==> src/rtl/bal_seq.sv <==
// -----------------------------------------------------------------------------
// bal_seq -- power-up / soft-start sequencer for the balance controller.
//
// Walks the platform through OFF -> WAIT_RIDER -> RAMP -> RUN. Sequencing
// advances only on the one-cycle vld sample strobe. While ramping, ss_tmr
// climbs one step per vld until it saturates at 8'hFF, at which point the
// block is in RUN. An optional overspeed monitor latches a fault state.
//
// Optional feature macro: BAL_SEQ_OVRSPD_EN
//   defined   -> four consecutive too_fast samples in RAMP/RUN enter OVERSPD
//   undefined -> too_fast ignored, OVERSPD unreachable, ovr_spd_flt tied to 0
//
// Ports:
//   clk          in   system clock, rising edge
//   rst_n        in   synchronous active-low reset
//   pwr_up       in   rider power-up request (0 forces OFF)
//   rider_off    in   rider not on platform
//   vld          in   new inertial sample strobe
//   too_fast     in   overspeed indication from balance_cntrl
//   en_steer_req in   steering enable request
//   ss_tmr       out  [7:0] soft-start scale factor
//   pid_en       out  enables PID update
//   clr_integ    out  holds PID integrator at zero
//   en_steer     out  gated steering enable
//   ovr_spd_flt  out  latched overspeed fault
//   seq_state    out  [2:0] OFF=0 WAIT_RIDER=1 RAMP=2 RUN=3 OVERSPD=4
// -----------------------------------------------------------------------------
module bal_seq (
    input  logic       clk,
    input  logic       rst_n,
    input  logic       pwr_up,
    input  logic       rider_off,
    input  logic       vld,
    input  logic       too_fast,
    input  logic       en_steer_req,
    output logic [7:0] ss_tmr,
    output logic       pid_en,
    output logic       clr_integ,
    output logic       en_steer,
    output logic       ovr_spd_flt,
    output logic [2:0] seq_state
);

    typedef enum logic [2:0] {
        S_OFF        = 3'd0,
        S_WAIT_RIDER = 3'd1,
        S_RAMP       = 3'd2,
        S_RUN        = 3'd3,
        S_OVERSPD    = 3'd4
    } state_t;

    localparam logic [7:0] SS_MAX = 8'hFF;

    state_t     state;
    state_t     nxt_state;
    logic [7:0] nxt_ss;

`ifdef BAL_SEQ_OVRSPD_EN
    logic [2:0] ovr_cnt;
    logic [2:0] nxt_ovr_cnt;
    logic       ovr_trip;
`else
    // too_fast has no consumer in this build.
    logic unused_too_fast;
    assign unused_too_fast = too_fast;
`endif

    // Next-state logic. Outputs are then registered from nxt_state so that a
    // transition sampled at an edge is reflected on every output right after it.
    always_comb begin
        // NOTE: every signal assigned here gets a default first; a path that
        // leaves one unassigned would infer a latch.
        nxt_state = state;
        nxt_ss    = ss_tmr;
`ifdef BAL_SEQ_OVRSPD_EN
        nxt_ovr_cnt = ovr_cnt;
        ovr_trip    = 1'b0;
        // Consecutive-overspeed counter; any clean sample breaks the run.
        if (vld && (state == S_RAMP || state == S_RUN)) begin
            if (too_fast) begin
                nxt_ovr_cnt = 3'(ovr_cnt + 3'd1);
                ovr_trip    = (ovr_cnt == 3'd3);
            end else begin
                nxt_ovr_cnt = 3'd0;
            end
        end
`endif

        // Priority: power-down, overspeed, rider-off, vld advance.
        if (!pwr_up) begin
            nxt_state = S_OFF;
            nxt_ss    = 8'd0;
`ifdef BAL_SEQ_OVRSPD_EN
            nxt_ovr_cnt = 3'd0;
        end else if (ovr_trip) begin
            // ss_tmr freezes at its value on entry.
            nxt_state = S_OVERSPD;
`endif
        end else begin
            case (state)
                S_OFF: begin
                    nxt_state = S_WAIT_RIDER;
                    nxt_ss    = 8'd0;
                end
                S_WAIT_RIDER: begin
                    nxt_ss = 8'd0;
                    // The sample that starts the ramp is also its first step.
                    if (vld && !rider_off) begin
                        nxt_state = S_RAMP;
                        nxt_ss    = 8'd1;
                    end
                end
                S_RAMP: begin
                    if (rider_off) begin
                        nxt_state = S_WAIT_RIDER;
                        nxt_ss    = 8'd0;
                    end else if (vld) begin
                        nxt_ss = 8'(ss_tmr + 8'd1);
                        if (ss_tmr == SS_MAX - 8'd1)
                            nxt_state = S_RUN;
                    end
                end
                S_RUN: begin
                    if (rider_off) begin
                        nxt_state = S_WAIT_RIDER;
                        nxt_ss    = 8'd0;
                    end else begin
                        nxt_ss = SS_MAX;
                    end
                end
                S_OVERSPD: begin
                    if (rider_off) begin
                        nxt_state = S_WAIT_RIDER;
                        nxt_ss    = 8'd0;
                    end
                end
                default: begin
                    // Unused encodings recover to OFF.
                    nxt_state = S_OFF;
                    nxt_ss    = 8'd0;
                end
            endcase
`ifdef BAL_SEQ_OVRSPD_EN
            if (nxt_state == S_WAIT_RIDER || nxt_state == S_OFF)
                nxt_ovr_cnt = 3'd0;
`endif
        end
    end

    // NOTE: state registers use non-blocking assignments so every register
    // samples pre-edge values regardless of statement order.
    always_ff @(posedge clk) begin
        if (!rst_n) begin
            state     <= S_OFF;
            ss_tmr    <= 8'd0;
            pid_en    <= 1'b0;
            clr_integ <= 1'b1;
            en_steer  <= 1'b0;
        end else begin
            state     <= nxt_state;
            ss_tmr    <= nxt_ss;
            pid_en    <= (nxt_state == S_RAMP) || (nxt_state == S_RUN) ||
                         (nxt_state == S_OVERSPD);
            clr_integ <= !((nxt_state == S_RAMP) || (nxt_state == S_RUN) ||
                           (nxt_state == S_OVERSPD));
            en_steer  <= (nxt_state == S_RUN) && en_steer_req;
        end
    end

`ifdef BAL_SEQ_OVRSPD_EN
    always_ff @(posedge clk) begin
        if (!rst_n) begin
            ovr_cnt     <= 3'd0;
            ovr_spd_flt <= 1'b0;
        end else begin
            ovr_cnt     <= nxt_ovr_cnt;
            ovr_spd_flt <= (nxt_state == S_OVERSPD);
        end
    end
`else
    assign ovr_spd_flt = 1'b0;
`endif

    assign seq_state = state;

endmodule

==> config.mk <==
export PLATFORM = sky130hd
export DESIGN_NAME = bal_seq
export DESIGN_NICKNAME = d
export VERILOG_FILES = /design/src/rtl/bal_seq.sv
export SDC_FILE = /design/constraint.sdc
export NUM_CORES = 1
export LEC_CHECK = 0
export CAP_MARGIN = 20
export CORE_UTILIZATION = 43
export CTS_BUF_LIST = sky130_fd_sc_hd__clkbuf_8
export DETAILED_ROUTE_END_ITERATION = 6
export MAX_ROUTING_LAYER = met4
export PLACE_DENSITY = 0.76
export SETUP_SLACK_MARGIN = 0.1
export SYNTH_ARGS = -nofsm -noshare
export SYNTH_HDL_FRONTEND = slang
export SYNTH_SLANG_ARGS = --single-unit
==> constraint.sdc <==
create_clock -name clk -period 1.24 [get_ports clk]
set_input_delay 0.31 -clock clk [delete_from_list [all_inputs] [get_ports clk]]
set_output_delay 0.31 -clock clk [all_outputs]
set_load 0.1 [all_outputs]
==> summary.txt, run 1 <==
Placement
  • IO Port Bufs: 19
  • Routability cong.: between 0.9 and 1
  • Pre-CTS setup slack: -0.5282 ns
  • Placed instance count: about 150
  • DP HPWL: 1722 um

Yosys
  • Synth Register Bits: 14
  • Synth Flop Type: dfxtp_1
  • Synth Instances: 94
  • Mapped cell area: between 700 and 800 um2
  • Synth area leaders: dfxtp_1, a21oi_1, nand3_1
  • Avg Cell Area, Syn: between 8 and 9 um2
  • Yosys warning total: 0
  • Cell taking the most area after synthesis: dfxtp_1
  • Post-synth EDFFs: 0
  • Seq/Total Area, Yosys: between 30 and 40%
  • Syn nets: 103
  • Synth top area share: 36.19%
  • Library cells used by synthesis: 35
  • Async SR Flop Fraction: 0%

Global routing
  • Largest net degree at the start of global routing: 10
  • Initial antenna violation count: 0

Outcome
  • Err: [ERROR DPL-0033] detailed placement checks failed during check placement.
  • Status: stopped before the end
  • Fail Step: 5_1_grt

Floorplanning
  • Initial Util: 48.59%
  • Die Height: between 40 and 50 um
  • I/O pin cnt: 22
  • DIE WIDTH: 44.44 um
  • FP Rows: 14

CTS
  • H-tree depth: 1
  • Hold_buf cts: 0
  • CTS buffer count: 3
  • Sink Count: 14
  • CTS max path bufs: 2
  • Clk root buf: clkbuf_8

STA
  • Worst ep type: sequential cell input
  • Post-GRT worst EP: ss_tmr[3]$_SDFFE_PN0P_/D
## per-stage QoR
| step | instance area [um2] | hold WS [ns] | TNS (ns) |
|---|---|---|---|
| after detailed placement | 1287 | 0.5007 | -5.639 |
| after floorplan | 842.1 | 0.3788 | -1.655 |
| after global placement | 1287 | 0.4954 | -5.094 |
| after CTS | 1409 | 0.5195 | -0.06237 |
## repair_timing
item	in CTS
buffers inserted	5
endpoints found under the hold margin	0
setup endpoints to repair	18
gates resized for setup	16
pin swaps	11
## logic make-up after synthesis
| family | share of synthesized area [%] |
|---|---|
| buffers and inverters | 5.006 |
| other | 0.4842 |
| flip-flops | 36.19 |
| adder cells (fa/ha/maj) | 3.231 |
| AO/OA/AOI/OAI | 25.04 |
| AND/OR/NAND/NOR | 30.05 |
## Yosys cell counts (2+ instances only)
cell type and n:
nand2_1 5, a41o_1 2, a21oi_1 11, and2_1 2
nand2b_1 2, o21ai_1 4, nor2_1 5, ha_1 2
dfxtp_1 14, o21bai_1 2, nand4_1 3, o21ai_0 5
nor3_1 3, nand3_1 7, nor4_2 2, inv_1 4
o31ai_1 2, buf_4 2
==> inputs of run 2 (changes only) <==
==> config.mk (replaced) <==
export PLATFORM = sky130hd
export DESIGN_NAME = bal_seq
export DESIGN_NICKNAME = d
export VERILOG_FILES = /design/src/rtl/bal_seq.sv
export SDC_FILE = /design/constraint.sdc
export NUM_CORES = 1
export LEC_CHECK = 0
export CAP_MARGIN = 20
export CORE_AREA = 2 2 63 65
export DETAILED_ROUTE_END_ITERATION = 6
export DIE_AREA = 0 0 65 67
export PLACE_DENSITY_LB_ADDON = 0.15
export SYNTH_ARGS = -nofsm -noshare
export SYNTH_HDL_FRONTEND = slang
export SYNTH_SLANG_ARGS = --single-unit
==> constraint.sdc (replaced) <==
create_clock -name clk -period 1.6 [get_ports clk]
set_input_delay 0.4 -clock clk [delete_from_list [all_inputs] [get_ports clk]]
set_output_delay 0.4 -clock clk [all_outputs]
set_load 0.1 [all_outputs]
==> run 2 against run 1 <==
The flow now finishes without violations. Synthesized cell count is the same. Synthesized area did not move.
==> summary.txt, run 2 <==
Outcome
  • Status: finished, final reports clean

STA
  • Slew Limit Fails: 0
  • Maximum clock rate: a little under 700 MHz
  • RSZ-0062 raised after global routing: false
  • Final setup viols: 0
  • Hold Fails Final Rpt: 0
  • Min Tclk post-route: around 1.5 ns
  • Clock Skews: about 0.0092 ns
  • PnR worst setup slack: 0.1146 ns
  • Final Cycle Share: between 90% and 100%

Yosys
  • Library cells used by synthesis: 35 (unchanged)
  • Yosys warning total: 0 (unchanged)
  • Seq/Total Area, Yosys: 36.19% (unchanged)
  • Avg Cell Area, Syn: 8.239 um2 (unchanged)
  • Cell taking the most area after synthesis: dfxtp_1
  • Post-synth EDFFs: 0 (unchanged)
  • Commonest cells post-synth: dfxtp_1, a21oi_1, nand3_1
  • Synth top area share: 36.19% (unchanged)
  • Synth Instances: 94 (unchanged)
  • Count leader, synth: dfxtp_1
  • Mapped cell area: 774.5 um2 (unchanged)
  • Synth area leaders: dfxtp_1, a21oi_1, nand3_1
  • Async SR Flop Fraction: 0% (unchanged)
  • Synth Flop Type: dfxtp_1
  • Synth Register Bits: 14 (unchanged)
  • Syn nets: 103 (unchanged)

Setup path
  • R2R cell count: 4
  • Max incr delay on CP: 0.42 ns
  • Worst setup EP type: flop
  • Critical path class: in2reg
  • CP startpoint kind: primary input
  • WP data arrival: 1.65 ns
  • Crit path max fanout: 4
  • Worst Path Required: 1.77 ns
  • Crit-path slowest cell: clkdlybuf4s50_1
  • Crit-path cells: clkdlybuf4s50_1, or3b_4, a21boi_4, nand2_1, a21oi_1

Power and ir drop
  • Power per cell area: between 600 and 700 mW/mm2
  • Switching part of the total: a little over a quarter
  • Clock Power Share: about two fifths
  • Int Pwr: around 0.57 mW
  • Static Leakage: just under 0.5 nW
  • P_sw: between 0.2 and 0.25 mW
  • Comb power frac: a little over an eighth
  • Total power draw: around 0.77 mW
  • Reg power frac: between 40 and 50%
  • Worst vdd ir: roughly 0.00027 V

Route
  • First drt pass iteration count: 4
  • Wire per inst: approximately 13 um
  • Drt total wl: 2154 um
  • Via density: 4.571
  • Initial DRC count: 18
  • Post-DRT Antenna Nets: 0
  • Post-route DRC violation count: 0
  • DR vias: around 800

Floorplanning
  • Initial Util: 21.48% (-27 points)
  • Core Area: around 0.0036 mm2
  • FP Rows: 22 (+8)
  • DIE WIDTH: 65 um (+46%)
  • I/O pin cnt: 22 (unchanged)
  • Die Height: 67 um (+51%)
  • Die area: roughly 0.0044 mm2

CTS
  • CTS tree: built
  • Later-pin clock latency in the skew report: 0.25 ns
  • CTS buffer count: 3 (unchanged)
  • Reg clk slew, reported paths: around 0.07 ns
  • Sink Count: 14 (unchanged)
  • Clk root buf: clkbuf_8
  • H-tree depth: 1 (unchanged)
  • CTS max path bufs: 2 (unchanged)

Run
  • Max Cap Viol: 0

Placement
  • Routability cong.: 0.7620 (-18%)
  • Pre-CTS setup slack: -0.1784 ns (+0.3498 ns)
  • IO Port Bufs: 19 (unchanged)
  • Cell Area, Placed: 0.001225 mm2 (-4.9%)
  • DP HPWL: 1623 um (-5.7%)
  • Placed instance count: 166 (+12%)

Finish
  • Area growth, synth to finish: 64.62%
  • Register area: around 300 um2
  • Diodes inserted: 0
  • Leading cell type in the layout, fill and taps excluded: buf_12
  • Multi-input gate area: approximately 460 um2
  • Final non-filler cell total: between 150 and 200
  • Final net count: around 130
  • Final design utilization: between 30% and 40%
  • Largest Register: ss_tmr
  • Most frequent cells in the layout: buf_12, a21oi_1, dfxtp_2
  • Final instance area: between 0.001 and 0.0015 mm2
  • Share of cells above drive strength 1: between 30 and 40%
  • Filler cells: 372
  • Number of flip-flops in the largest register: 8

Global routing
  • GRT Residual Overflow: 0
  • Gr usage total: 11.00%
  • First-pass GRT wire length: around 3700 um
  • Largest net degree at the start of global routing: 16
  • Initial antenna violation count: 0
  • Vias in the first global route: a little under 800

Worst hold path
  • WHS Path Cells: 2
  • HP Class: in2reg
run 2: cell counts after synthesis:
No cell type changed its count.
run 2: power by group through the flow:
stage               Sequential, mW  Clock (mW)  Combinational (mW)
global route                 0.360       0.336               0.108
detailed placement           0.367           0               0.101
floorplan                    0.381           0              0.0373
finish                       0.360       0.308               0.102
global placement             0.368           0               0.101
CTS                          0.360       0.312               0.102
run 2: kinds of logic after synthesis:
| group | count (synthesis) | synth area share, % |
|---|---|---|
| simple gates | 39 | 30.05 |
| compound gates | 30 | 25.04 |
| flops | 14 | 36.19 |
| buf+inv | 8 | 5.006 |
| fa+ha+maj | 2 | 3.231 |
| other cells | 1 | 0.4842 |
run 2: path summary, 6_finish.rpt:
path	from	endpoint	slack, ns
worst min register to register	ss_tmr[1]$_SDFFE_PN0P_	ss_tmr[1]$_SDFFE_PN0P_	0.50
worst min-delay path	rider_off	seq_state[2]$_SDFF_PN0_	0.47
worst max-delay path	vld	ss_tmr[5]$_SDFFE_PN0P_	0.11
worst max register to register	seq_state[1]$_SDFF_PN0_	ss_tmr[5]$_SDFFE_PN0P_	0.27
run 2: layout make-up:
cell class	count	share of cell area [%]
Multi-Input combinational cell	72	35.92
Timing Repair Buffer	28	31.40
Sequential cell	14	23.26
Tap cell	48	4.711
Clock buffer	4	3.533
Inverter	4	1.178
run 2: stage by stage:
step | hold slack (ns) | setup TNS, ns
6_report | 0.4695 | 0
5_1_grt | 0.4985 | 0
4_1_cts | 0.5039 | 0
3_5_place_dp | 0.4952 | -1.296
3_3_place_gp | 0.4891 | -1.204
2_1_floorplan | 0.4707 | 0
run 2: routing by layer:
metal	up-vias	part of all wire (%)	track usage [%]
met5	-	0	0
met4	0	0.70	4.787
met3	2	4.9	2.872
met2	16	44	16.49
met1	358	50	14.75
li1	401	-	-
run 2: critical path, delay by kind of cell:
family	cells	cell delay, ns
and+or+nand+nor	2	0.48
AOI/OAI and AO/OA	2	0.35
buffers and inverters	1	0.42
run 2: timing repair:
item,CTS,global route
hold buffers,0,0
buffers inserted,0,0
setup endpoints to repair,0,4
gates resized for setup,0,2
Power figures use the tool's default switching activity.
